File: src/rtl/pipe_pkg.sv
// Shared widths, control-field layout and stage-boundary structs for the pipeline registers.
package pipe_pkg;

  localparam int PC_W    = 32;
  localparam int REG_W   = 32;
  localparam int RADDR_W = 5;

  // Control-bus bit offsets (LSB first); an all-zero bus is a bubble.
  localparam int CTRL_ALU_LSB         = 0;
  localparam int CTRL_ALU_W           = 4;
  localparam int CTRL_WB_WRITE_EN     = 4;
  localparam int CTRL_WB_DATA_SEL_LSB = 5;
  localparam int CTRL_PC_SEL          = 7;
  localparam int CTRL_MEM_EN          = 8;
  localparam int CTRL_MEM_WRITE       = 9;
  localparam int CTRL_RD_LSB          = 10;

  typedef struct packed {
    logic               spare;
    logic [RADDR_W-1:0] rd;
    logic               mem_write;
    logic               mem_en;
    logic               pc_sel;
    logic [1:0]         wb_data_sel;
    logic               wb_write_en;
    logic [3:0]         alu_ctrl;
  } ctrl_t;

  typedef struct packed {
    logic [PC_W-1:0]  pc_next;
    logic [REG_W-1:0] read_data1;
    logic [REG_W-1:0] read_data2;
  } id_ex_t;

  typedef struct packed {
    logic [REG_W-1:0] alu_result;
    logic [REG_W-1:0] write_data;
    logic [PC_W-1:0]  pc_next;
  } ex_mem_t;

  localparam ctrl_t CTRL_BUBBLE = '0;
  localparam int    DATA_W_DEF  = $bits(id_ex_t);
  localparam int    CTRL_W_DEF  = $bits(ctrl_t);

  typedef enum logic [1:0] {
    ST_EMPTY = 2'd0,
    ST_ONE   = 2'd1,
    ST_FULL  = 2'd2
  } stage_state_e;

  function automatic logic is_bubble(input ctrl_t c);
    return c == CTRL_BUBBLE;
  endfunction

endpackage

File: src/rtl/pipe_stage_reg_slot.sv
// pipe_slot: one valid+data+ctrl holding register; clear wins over load and zeroes ctrl only.
module pipe_slot
  import pipe_pkg::*;
#(
  parameter int DATA_W = DATA_W_DEF,
  parameter int CTRL_W = CTRL_W_DEF
) (
  input  logic              clk,
  input  logic              reset,
  input  logic              load,
  input  logic              clear,
  input  logic [DATA_W-1:0] next_data,
  input  logic [CTRL_W-1:0] next_ctrl,
  output logic              valid,
  output logic [DATA_W-1:0] data,
  output logic [CTRL_W-1:0] ctrl
);

  // Data is left untouched on clear: it is meaningless while valid is low.
  always_ff @(posedge clk or negedge reset) begin
    if (!reset) begin
      valid <= 1'b0;
      data  <= '0;
      ctrl  <= '0;
    end else if (clear) begin
      valid <= 1'b0;
      ctrl  <= '0;
    end else if (load) begin
      valid <= 1'b1;
      data  <= next_data;
      ctrl  <= next_ctrl;
    end
  end

endmodule

File: src/rtl/pipe_stage_reg.sv
// Generic pipeline-stage register with valid/ready, flush-to-bubble and optional skid slot.
// Optional stall counter output enabled by defining PIPE_STAGE_STALL_CNT_EN.
module pipe_stage_reg
  import pipe_pkg::*;
#(
  parameter int DATA_W = DATA_W_DEF,
  parameter int CTRL_W = CTRL_W_DEF,
  parameter int SKID   = 1
) (
  input  logic              clk,
  input  logic              reset,
  input  logic              in_valid,
  output logic              in_ready,
  input  logic [DATA_W-1:0] in_data,
  input  logic [CTRL_W-1:0] in_ctrl,
  input  logic              flush,
  output logic              out_valid,
  input  logic              out_ready,
  output logic [DATA_W-1:0] out_data,
  output logic [CTRL_W-1:0] out_ctrl,
  output logic [1:0]        occupancy
`ifdef PIPE_STAGE_STALL_CNT_EN
  ,
  output logic [31:0]       stall_cnt
`endif
);

  // Handshake: a transfer happens on a rising edge where valid and ready are both high;
  // valid must not depend on ready, and held data stays stable until emitted or flushed.
  stage_state_e state, state_next;
  logic accept, emit;
  logic main_load, main_clear, main_from_skid, skid_load, skid_clear;
  logic skid_valid;
  logic [DATA_W-1:0] skid_data, main_next_data;
  logic [CTRL_W-1:0] skid_ctrl, main_next_ctrl;

  assign accept = in_valid & in_ready;
  assign emit   = out_valid & out_ready;

  always_ff @(posedge clk or negedge reset) begin
    if (!reset) state <= ST_EMPTY;
    else        state <= state_next;
  end

  always_comb begin
    state_next     = state;
    main_load      = 1'b0;
    main_clear     = 1'b0;
    main_from_skid = 1'b0;
    skid_load      = 1'b0;
    skid_clear     = 1'b0;
    if (flush) begin
      // The instruction arriving with a flush is on the squashed path and is dropped.
      state_next = ST_EMPTY;
      main_clear = 1'b1;
      skid_clear = 1'b1;
    end else begin
      case (state)
        ST_EMPTY: if (accept) begin
          main_load  = 1'b1;
          state_next = ST_ONE;
        end
        ST_ONE: begin
          if (accept && emit) begin
            main_load = 1'b1;
          end else if (accept) begin
            skid_load  = 1'b1;
            state_next = ST_FULL;
          end else if (emit) begin
            main_clear = 1'b1;
            state_next = ST_EMPTY;
          end
        end
        ST_FULL: if (emit) begin
          main_load      = 1'b1;
          main_from_skid = 1'b1;
          skid_clear     = 1'b1;
          state_next     = ST_ONE;
        end
        default: state_next = ST_EMPTY;
      endcase
    end
  end

  // With a skid slot ready depends only on flops; without it ready passes straight through.
  always_comb begin
    if (SKID != 0) in_ready = (state != ST_FULL);
    else           in_ready = out_ready | ~out_valid;
  end

  assign main_next_data = main_from_skid ? skid_data : in_data;
  assign main_next_ctrl = main_from_skid ? skid_ctrl : in_ctrl;

  pipe_slot #(.DATA_W(DATA_W), .CTRL_W(CTRL_W)) u_main (
    .clk       (clk),
    .reset     (reset),
    .load      (main_load),
    .clear     (main_clear),
    .next_data (main_next_data),
    .next_ctrl (main_next_ctrl),
    .valid     (out_valid),
    .data      (out_data),
    .ctrl      (out_ctrl)
  );

  if (SKID != 0) begin : g_skid
    pipe_slot #(.DATA_W(DATA_W), .CTRL_W(CTRL_W)) u_skid (
      .clk       (clk),
      .reset     (reset),
      .load      (skid_load),
      .clear     (skid_clear),
      .next_data (in_data),
      .next_ctrl (in_ctrl),
      .valid     (skid_valid),
      .data      (skid_data),
      .ctrl      (skid_ctrl)
    );
  end else begin : g_no_skid
    logic unused_skid;
    assign unused_skid = skid_load ^ skid_clear;
    assign skid_valid  = 1'b0;
    assign skid_data   = '0;
    assign skid_ctrl   = '0;
  end

  assign occupancy = {1'b0, out_valid} + {1'b0, skid_valid};

`ifdef PIPE_STAGE_STALL_CNT_EN
  // Saturating; deliberately survives flush so stalls across squashes are still counted.
  always_ff @(posedge clk or negedge reset) begin
    if (!reset) stall_cnt <= '0;
    else if (out_valid && !out_ready && stall_cnt != 32'hFFFF_FFFF)
      stall_cnt <= stall_cnt + 32'd1;
  end
`endif

endmodule

File: config.mk
export PLATFORM = sky130hd
export DESIGN_NAME = pipe_stage_reg
export DESIGN_NICKNAME = d
export VERILOG_FILES = /design/src/rtl/pipe_pkg.sv /design/src/rtl/pipe_stage_reg_slot.sv /design/src/rtl/pipe_stage_reg.sv
export SDC_FILE = /design/constraint.sdc
export NUM_CORES = 1
export LEC_CHECK = 0
export BUFFER_PORTS_ARGS = -buffer_cell sky130_fd_sc_hd__buf_2
export CAP_MARGIN = 20
export CORE_ASPECT_RATIO = 2
export CORE_UTILIZATION = 49
export DETAILED_ROUTE_END_ITERATION = 6
export MAX_ROUTING_LAYER = met4
export PLACE_DENSITY_LB_ADDON = 0.1
export SYNTH_ARGS = -nofsm -noshare
export SYNTH_HDL_FRONTEND = slang
export SYNTH_SLANG_ARGS = --single-unit
File: constraint.sdc
create_clock -name clk -period 1.8 [get_ports clk]
set_clock_uncertainty 0.15 [all_clocks]
set_input_delay 0.18 -clock clk [delete_from_list [all_inputs] [get_ports clk]]
set_output_delay 0.18 -clock clk [all_outputs]
set_load 0.01 [all_outputs]
==> out/results.ini, run 1 <==
[status]
outcome = finished with violations
violations = setup timing

[synth]
synth_top_area_share_pct = 56.7
syn-num-nets = 751
syn_inst = 633
synthTopCellsByArea = dfrtp_1 57%, mux2_2 28%, mux2_4 6.0%
avgSynthCellArea_um2 = 15.9
synth_top_cell_by_area = dfrtp_1
synthFlopType = dfrtp_1
yosysSeqAreaShare_pct = 56.7
ys_types = 31
syn_area_um2 = 10100
ys.warnings.count = 0
synthArstFlopShare_pct = 100
ys_ff_latch = 228
synth-edff-count = 0

[hold_path]
hold_path_class = in2reg
hold_depth = 3

[floorplanning]
dieHeight_um = 205
start_util_pct = 50.3
io_pins = 233
die_w_um = 103
fp-row-count = 73
die_area_um2 = 21200
core_um2 = 20000

[drt]
routed_wl_um = 27300
drt_first_pass_iters = 4
vias = 6976
vias_per_cell = 5.28
final_antenna_net_count = 0
drc = 0
drt_iter0_markers = 121
wire_per_inst_um = 20.6

[critical_path]
crit_fanout = 10
path_class = reg2reg
cp-start-kind = flip-flop
cp.required_ns = 2.04
critPathCaptureType = flip-flop
crit_arrival_ns = 2.31
reg2reg_depth = 6

[pwr]
p_switching_mw = 4.21
ir_worst_vdd_v = 0.00109
powerDensity_nw_per_um2 = 1060
combPwrFrac_pct = 23.9
power_frac_clock_pct = 29.4
p_int_mw = 11.3
seq_power_share_pct = 46.7
swShare_pct = 27.1
p_leak_nw = 6.73

[timing]
finalHoldViolCount = 0
finalSetupViolCount = 217
slew_violations = 0
fin_crit_ns = 2.07
finalCritPeriodShare_pct = 115
setup_tns_ns = -34.50
rsz0062_at_grt = yes
worstMarginPinSlew_ns = 0.553
maxSlewHeadroom_pct = 63.1
max_freq_ghz = 0.483
setup_slack_ns = -0.268

[layout]
fin_util_pct = 73.2
layout_common_cells = 230 x buf_2, 226 x dfrtp_1, 189 x mux2_2, 115 x dlygate4sd3_1, 99 x mux2_4
drive_above_1_share_pct = 61.8
design_area_um2 = 14600
nNetsFinal = 1163
area_growth_pct = 45.4
mostFrequentLayoutCell = buf_2

[placed_design]
place_area_um2 = 11800
hpwl_um = 16000
portBuffers = 232
routabilityCongestion = 0.821

[grt]
met2_usage_pct = 45.8
grtUsageMet1_pct = 26.3
grt_use_met3_pct = 3.31
track_usage_pct = 24.7
grt_max_degree = 63
antenna_found_initial = 1
overflow = 0
top_usage_layer = met2
grt_pass1_vias = 7562
grt_pass1_wl_um = 39000

[clock_tree]
clockRootBuffer = clkbuf_16
clock_path_buffers = 3
cts.clk_slew.worst_paths_ns = 0.07
cts_tree = built
clock_sinks = 228
insertion_delay_ns = 0.51
htreeDepth = 1
cts_buffers = 22

[run]
max_cap_viol_count = 0

-- metal layers --
metal / vias up / share of wire, %
met5: - / 0
met4: 0 / 3.0
met3: 51 / 3.8
met2: 193 / 57
met1: 3609 / 37
li1: 3123 / -
-- worst paths after layout --
check / start / to / slack [ns]
setup reg to reg: state[0] / u_main.data[29] / -0.27
hold / removal: in_valid / u_main.valid / 0.03
setup / recovery: state[0] / u_main.data[29] / -0.27
hold reg to reg: u_main.ctrl[1] / u_main.ctrl[1] / 0.34
max in group asynchronous: reset / u_main.data[38] / 0.80
min in group asynchronous: reset / u_main.ctrl[14] / 0.05
-- cells by family after synthesis --
group,count (synthesis),share of synthesized area [%]
muxes,304,35.3
DFF,228,56.7
AOI/OAI and AO/OA,43,3.70
buffers and inverters,42,3.24
and+or+nand+nor,15,0.945
adders and majority gates,1,0.124
-- power by group through the flow --
stage          Combinational, mW  Sequential [mW]  Clock (mW)
2_1_floorplan               1.70             7.36           0
3_5_place_dp                3.20             7.27           0
5_1_grt                     3.97             7.39        4.86
6_report                    3.71             7.23        4.56
4_1_cts                     3.51             7.20        4.66
3_3_place_gp                3.09             7.17           0
-- stage by stage --
step	power [mW]	setup slack, ns	instances	hold WS, ns
after floorplan	9.05	-0.179	633	-0.266
after global placement	10.3	-0.159	1135	0.0137
after detailed placement	10.5	-0.262	1135	0.0205
after CTS	15.4	-0.218	1300	0.000435
after global routing	16.2	-0.309	1322	0.0278
final	15.5	-0.268	1322	0.0299
-- timing repair --
item / in CTS / in global routing
buffers inserted: 7 / 9
hold endpoints to repair: 455 / 0
endpoints found under the setup margin: 223 / 225
hold buffers: 115 / 0
gates resized for setup: 32 / 86
pin swaps: 0 / 1
gates cloned: 5 / 12
-- worst max-delay path, stage by stage, from the launching register on --
cell and delay (ns):
dfrtp_1 0.39, nand2b_4 0.17, nor3_4 0.21, buf_6 0.22
buf_6 0.18, mux2_2 0.35, mux2_2 0.27
-- registers in the layout, summed over array words and instances, names as in the netlist --
name / flops
u_main.data: 96
u_main.ctrl: 16
state: 2
u_main.valid: 1
g_skid.u_skid.data: 96
g_skid.u_skid.ctrl: 16
g_skid.u_skid.valid: 1
-- layout make-up --
type / count / area, µm²
Antenna cell: 1 / 2.50
Fill cell: 1319 / 5370
Tap cell: 262 / 328
Timing Repair Buffer: 428 / 3550
Sequential cell: 228 / 5710
Clock inverter: 10 / 87.6
Multi-Input combinational cell: 363 / 4340
Clock buffer: 28 / 614
Inverter: 2 / 7.51
-- cell usage after synthesis, types with 2 or more instances --
master     count
mux2_2       248
dfrtp_1      228
mux2_4        40
a22o_1        16
mux2i_1       16
o2bb2ai_1     16
buf_2         15
buf_6         14
buf_4          9
nor2_1         4
nand2b_1       3
a211oi_1       2
a21oi_1        2
inv_1          2
nand2_1        2
No activity file was read; power rests on OpenSTA's default activity.
==> inputs of run 2 (changes only) <==
--- a/config.mk
+++ b/config.mk
@@ -5,10 +5,13 @@
 export SDC_FILE = /design/constraint.sdc
 export NUM_CORES = 1
 export LEC_CHECK = 0
+export ABC_AREA = 1
 export BUFFER_PORTS_ARGS = -buffer_cell sky130_fd_sc_hd__buf_2
 export CAP_MARGIN = 20
+export CELL_PAD_IN_SITES_DETAIL_PLACEMENT = 0
+export CELL_PAD_IN_SITES_GLOBAL_PLACEMENT = 1
 export CORE_ASPECT_RATIO = 2
-export CORE_UTILIZATION = 49
+export CORE_UTILIZATION = 35
 export DETAILED_ROUTE_END_ITERATION = 6
 export MAX_ROUTING_LAYER = met4
 export PLACE_DENSITY_LB_ADDON = 0.1
==> run 2 against run 1 <==
The flow now finishes without violations. Flip-flop and latch count is the same. Worst hold slack got worse by 0.021 ns. Cell count grew 56%. Non-clock buffer count is 37 lower. Synthesized cell count up 120%. Total power grew 9.6%. Clock power increased by 5.0%. Register-to-register slack improved by 0.37 ns. Die area grew 42%. Combinational power increased by 15%. Maximum frequency up 20%.
==> out/results.ini, run 2 <==
[critical_path]
cpLargestDelayFamily = flip-flops
critPathCaptureType = output pin
cp-start-kind = flip-flop
crit_path_start = u_main.valid
crit_fanout = 5  ; -5
path_buf_inv = 1  ; -1
r2r_start = state[0]
cp.required_ns = 1.47  ; -0.57 ns
crit_arrival_ns = 1.39  ; -0.92 ns
crit_chain = ha_1 -> buf_2
path_class = reg2out
slowest_stage = dfrtp_2
slowest_delay_ns = 0.44  ; +0.05 ns

[layout]
nNetsFinal = 1807  ; +55%
mostFrequentLayoutCell = nand2_1
top_regs = g_skid.u_skid.data (96), u_main.data (96)
area_growth_pct = 37.4
drive_above_1_share_pct = 18.8  ; -43 points
stdcell_count = 2063  ; +56%
design_area_um2 = 14100  ; -3.5%
layout_common_cells = 875 x nand2_1, 231 x buf_2, 226 x dfrtp_1, 148 x nand3_1, 116 x dlygate4sd3_1
antenna_cells = 0  ; -1

[placed_design]
dp_slack_ns = 0.0775  ; +0.339 ns
dp_cells = 1906  ; +68%
hpwl_um = 21300  ; +33%
routabilityCongestion = 0.779  ; -5.1%
portBuffers = 232  ; unchanged
place_area_um2 = 12200  ; +3.2%

[clock_tree]
clock_path_buffers = 3  ; unchanged
cts.clk_slew.worst_paths_ns = 0.06  ; about the same
insertion_delay_ns = 0.51  ; about the same
clock_sinks = 228  ; unchanged
cts_buffers = 22  ; unchanged
clockRootBuffer = clkbuf_16
cts_tree = built
htreeDepth = 1  ; unchanged

[grt]
antenna_found_initial = 0  ; -1
grt_pass1_wl_um = 52700  ; +35%
grt_pass1_vias = 9761  ; +29%
track_usage_pct = 23.3  ; -1.5 points
grt_max_degree = 71  ; +13%
overflow = 0  ; unchanged

[timing]
finalHoldViolCount = 0  ; unchanged
finalCritPeriodShare_pct = 95.5  ; -19 points
setup_slack_ns = 0.0808  ; +0.349 ns
finalSetupViolCount = 0  ; -100%
maxSlewHeadroom_pct = 69.3  ; +6.2 points
fin_crit_ns = 1.72  ; -0.349 ns
slew_violations = 0  ; unchanged
rsz0062_at_grt = no
worstMarginPinSlew_ns = 0.459  ; -0.0946 ns
setup_tns_ns = 0  ; +34.50 ns
max_freq_ghz = 0.582  ; +20%

[drt]
drt_iter0_markers = 464  ; +280%
wire_per_inst_um = 16.1  ; -22%
drt_first_pass_iters = 7  ; +3
drc = 0  ; unchanged
routed_wl_um = 33200  ; +22%
final_antenna_net_count = 0  ; unchanged
vias_per_cell = 4.69  ; -11%
vias = 9670  ; +39%

[synth]
synthFlopType = dfrtp_1
synthArstFlopShare_pct = 100  ; unchanged
ys_ff_latch = 228  ; unchanged
synth-edff-count = 0  ; unchanged
synth_top_area_share_pct = 55.5  ; -1.2 points
syn-num-nets = 1479  ; +97%
ys.warnings.count = 0  ; unchanged
synth.most_common_cell = nand2_1
synthTopCellsByCount = 875 x nand2_1, 228 x dfrtp_1, 149 x nand3_1
avgSynthCellArea_um2 = 7.55  ; -53%
synth_top_cell_by_area = dfrtp_1
yosysSeqAreaShare_pct = 55.5  ; -1.2 points
syn_area_um2 = 10300  ; +2.1%
synthTopCellsByArea = dfrtp_1 56%, nand2_1 32%, nand3_1 7.3%
ys_types = 16  ; -48%
syn_inst = 1361  ; +120%

[floorplanning]
start_util_pct = 35.6  ; -15 points
die_w_um = 123  ; +19%
die_area_um2 = 30100  ; +42%
fp-row-count = 88  ; +21%
io_pins = 233  ; unchanged
dieHeight_um = 244  ; +19%
core_um2 = 28800  ; +44%

[pwr]
p_switching_mw = 5.43  ; +29%
power_mw = 17.0  ; +9.6%
combPwrFrac_pct = 25.1  ; +1.2 points
seq_power_share_pct = 46.7  ; about the same
p_int_mw = 11.6  ; +2.4%
ir_worst_vdd_v = 0.000752  ; -31%
power_frac_clock_pct = 28.2  ; -1.2 points
powerDensity_nw_per_um2 = 1200  ; +14%
swShare_pct = 32.0  ; +4.8 points
p_leak_nw = 7.98  ; +19%

[status]
outcome = complete, no violations

[hold_path]
hold_path_class = in2async

[run]
max_cap_viol_count = 0  ; unchanged

==> run 2: changes by cell type after synthesis, moves of 9 or more <==
cell       delta
clkbuf_1     +22
buf_6        -14
buf_1         +9
mux2_4       -40
a22o_1       -16
nand2_1     +873
mux2i_1      -16
o2bb2ai_1    -16
nand3_1     +148
buf_2        +29
mux2_2      -248
==> run 2: per-stage QoR <==
step                utilization (%)  hold WS (ns)
floorplan                         -        -0.266
global placement               42.1       -0.0286
detailed placement             42.1       -0.0319
CTS                            48.7        0.0133
global route                   48.9        0.0439
finish                         48.9       0.00912
==> run 2: cell families (layout without fill, tap and decap cells) <==
group           Yosys count  after routing  synth area share [%]
buf+inv                  94            436                  4.37
fa+ha+maj                 1              1                 0.122
flops                   228            228                  55.5
compound gates            2              2                0.0973
simple gates           1036           1036                  39.9
==> run 2: path summary, 6_finish.rpt <==
kind | endpoint | slack [ns] | depth (start not counted)
max in group asynchronous | g_skid.u_skid.data[88] | 0.82 | 3
worst min-delay path | g_skid.u_skid.data[55] | 0.009 | 2
worst max register to register | u_main.data[67] | 0.10 | 9
min in group clk | g_skid.u_skid.data[91] | 0.26 | 4
worst min register to register | u_main.data[41] | 0.32 | 2
worst max-delay path | occupancy[0] | 0.08 | 2
==> run 2: cell type report <==
type                            count  area (µm²)
Tap cell                          360         450
Clock inverter                      2        35.0
Multi-Input combinational cell   1039        4160
Inverter                            7        33.8
Timing Repair Buffer              391        3020
Fill cell                        2958       14700
Sequential cell                   228        5710
Clock buffer                       36         704
==> run 2: what timing repair did <==
action | 4_1_cts | 5_1_grt
hold buffers | 116 | 0
cloned | 0 | 1
resized for setup | 0 | 6
endpoints found under the hold margin | 453 | 0
setup endpoints to repair | 1 | 107
setup buffers | 0 | 3
pin swaps | 0 | 2
==> run 2: per-layer routing <==
| layer | global-route usage (%) | routed length (µm) | up-vias |
|---|---|---|---|
| met5 | - | 0 | - |
| met2 | 41.6 | 17800 | 235 |
| met1 | 26.5 | 13100 | 4544 |
| met4 | 7.87 | 944 | 0 |
| li1 | - | - | 4841 |
| met3 | 2.31 | 1300 | 50 |
==> run 2: power groups by stage <==
| stage | clock network [mW] | logic (mW) | registers, mW |
|---|---|---|---|
| after global routing | 5.13 | 4.87 | 8.15 |
| after detailed placement | 0 | 4.14 | 8.00 |
| after floorplan | 0 | 1.91 | 8.17 |
| after CTS | 4.95 | 4.35 | 7.95 |
| after global placement | 0 | 4.06 | 8.01 |
| final | 4.79 | 4.27 | 7.93 |
==> inputs of run 3 (changes only) <==
==> constraint.sdc (replaced) <==
create_clock -name clk -period 1.8 [get_ports clk]
set_clock_uncertainty 0.15 [all_clocks]
set_input_delay 0.54 -clock clk [delete_from_list [all_inputs] [get_ports clk]]
set_output_delay 0.54 -clock clk [all_outputs]
set_load 0.01 [all_outputs]
==> run 3 against run 2 <==
The flow now finishes with violations (setup timing). Sequential share of layout area grew 1.4 points. First-iteration DRC count down 14%. Flip-flop and latch count unchanged. Sequential power fell by 0.6%. Cell area is 3.4% lower. Core utilization decreased by 1.7 points. Count of clock-buffer cells in the layout down 6. Cell count shrank 3.6%. Clock power is 2% lower.
==> out/results.ini, run 3 (synthesis results as in run 2) <==
[layout]
fin_util_pct = 47.3  ; -1.7 points
layout_common_cells = 873 x nand2_1, 226 x buf_2, 225 x dfrtp_1, 148 x nand3_1
top_regs = g_skid.u_skid.data (96), u_main.data (96)
nNetsFinal = 1732  ; -4.2%
mostFrequentLayoutCell = nand2_1
multi_input_area_um2 = 4190  ; +0.69%
drive_above_1_share_pct = 22.7  ; +3.9 points
area_growth_pct = 32.7
layout.area.seq_um2 = 5710  ; about the same
nFillCells = 2974  ; +0.54%

[grt]
track_usage_pct = 22.2  ; -1.1 points
antenna_found_initial = 3  ; +3
grt_max_degree = 51  ; -28%
grt_pass1_wl_um = 50600  ; -4.0%
overflow = 0  ; unchanged
grt_pass1_vias = 8998  ; -7.8%

[clock_tree]
clock_sinks = 228  ; unchanged
insertion_delay_ns = 0.52  ; about the same
clock_path_buffers = 3  ; unchanged
cts_buffers = 22  ; unchanged
clockRootBuffer = clkbuf_16
htreeDepth = 1  ; unchanged
cts_tree = built
cts.clk_slew.worst_paths_ns = 0.07  ; about the same

[status]
outcome = finished with violations
violations = setup timing

[timing]
setup_slack_ns = -0.206  ; -0.287 ns
finalCritPeriodShare_pct = 111  ; +16 points
slew_violations = 0  ; unchanged
max_freq_ghz = 0.498  ; -14%
maxSlewHeadroom_pct = 72.6  ; +3.3 points
finalSetupViolCount = 4  ; +4
rsz0062_at_grt = yes
finalHoldViolCount = 0  ; unchanged
fin_crit_ns = 2.01  ; +0.287 ns
worstMarginPinSlew_ns = 0.410  ; -0.0488 ns

[drt]
routed_wl_um = 33400  ; +0.52%
top_layer_used = met4
drt_first_pass_iters = 4  ; -3
vias_per_cell = 4.76  ; +1.5%
wire_per_inst_um = 16.8  ; +4.3%
wl_met3_um = 1550  ; +19%
drt_iter0_markers = 401  ; -14%
drc = 0  ; unchanged
dr_wl_met2_um = 17700  ; -0.33%
final_antenna_net_count = 0  ; unchanged
wl_met1_um = 13400  ; +2.2%
vias = 9459  ; -2.2%

[hold_path]
hp-start = in_data[88]
hold_path_class = in2reg
min_to = g_skid.u_skid.data[88]
hold_depth = 3

[critical_path]
r2r_start = u_main.valid
crit_path_start = u_main.valid
reg2reg_depth = 8  ; -1
crit_fanout = 2  ; -3
critPathCaptureType = output pin
cp.required_ns = 1.11  ; -0.36 ns
cp-start-kind = flip-flop
rrSetupSlack_ns = 0.05  ; -0.05 ns
crit_arrival_ns = 1.32  ; -0.07 ns
r2r-end = g_skid.u_skid.ctrl[0]
path_class = reg2out

[pwr]
p_int_mw = 11.4  ; -0.98%
p_switching_mw = 5.48  ; +0.85%
power_frac_clock_pct = 27.8  ; -0.4 points
seq_power_share_pct = 46.6  ; about the same
powerDensity_nw_per_um2 = 1240  ; +3.1%
ir_worst_vdd_v = 0.000688  ; -8.6%
swShare_pct = 32.4  ; +0.40 points
combPwrFrac_pct = 25.6  ; +0.5 points
p_leak_nw = 7.84  ; -1.8%

[floorplanning]
die_w_um = 123  ; unchanged
dieHeight_um = 244  ; unchanged
io_pins = 233  ; unchanged
start_util_pct = 35.6  ; unchanged
core_um2 = 28800  ; unchanged
die_area_um2 = 30100  ; unchanged
fp-row-count = 88  ; unchanged

[placed_design]
hpwl_um = 21200  ; -0.71%
routabilityCongestion = 0.779  ; unchanged
dp_slack_ns = -0.0841  ; -0.162 ns
portBuffers = 232  ; unchanged

[run]
max_cap_viol_count = 0  ; unchanged

==> run 3: power groups by stage <==
stage	combinational, mW	sequential [mW]	clock, mW
global placement	4.13	7.94	0
global route	4.92	8.11	5.04
floorplan	1.91	8.17	0
detailed placement	4.18	7.98	0
finish	4.34	7.88	4.70
CTS	4.27	7.90	4.87
==> run 3: worst max path at each step <==
stage,cells after the start,endpoint,slack [ns]
4_1_cts,2,occupancy[0],-0.26
3_5_place_dp,9,u_main.ctrl[13],-0.08
5_1_grt,2,occupancy[0],-0.24
6_report,2,occupancy[0],-0.21
2_1_floorplan,7,g_skid.u_skid.data[0],0.06
3_3_place_gp,9,u_main.ctrl[13],-0.08
==> run 3: critical path, stage by stage, from the launching register on <==
cell and delay, ns:
dfrtp_2 0.44, ha_4 0.27, buf_6 0.09
==> run 3: final cells by class <==
cell class	count	share of cell area [%]
inverter	7	0.358
multi-input combinational	1039	30.8
antenna	2	0.0367
sequential	228	41.9
clock buffer	30	4.71
timing repair buffer	316	18.5
tap	360	3.30
clock inverter	7	0.496
==> run 3: repair_timing <==
action,4_1_cts,5_1_grt
pin swaps,3,7
hold buffers,1,0
setup endpoints to repair,16,236
setup buffers,7,8
endpoints found under the hold margin,30,0
resized for setup,7,27
gates cloned,0,11
==> run 3: stage by stage <==
step,cell area [µm²],std cells,TNS (ns),power [mW],hold slack [ns]
4_1_cts,13200,1968,-0.845,17.0,0.0477
6_report,13600,1989,-0.551,16.9,0.0716
3_5_place_dp,12400,1923,-8.09,12.2,0.309
5_1_grt,13600,1989,-0.775,18.1,0.0667
3_3_place_gp,12400,1923,-9.00,12.1,0.308
2_1_floorplan,10300,1361,0,10.1,0.0944
==> run 3: per-layer routing <==
| layer | vias up | global-route usage (%) |
|---|---|---|
| met4 | 0 | 6.20 |
| li1 | 4706 | - |
| met1 | 4506 | 26.7 |
| met5 | - | - |
| met3 | 36 | 3.22 |
| met2 | 211 | 37.9 |
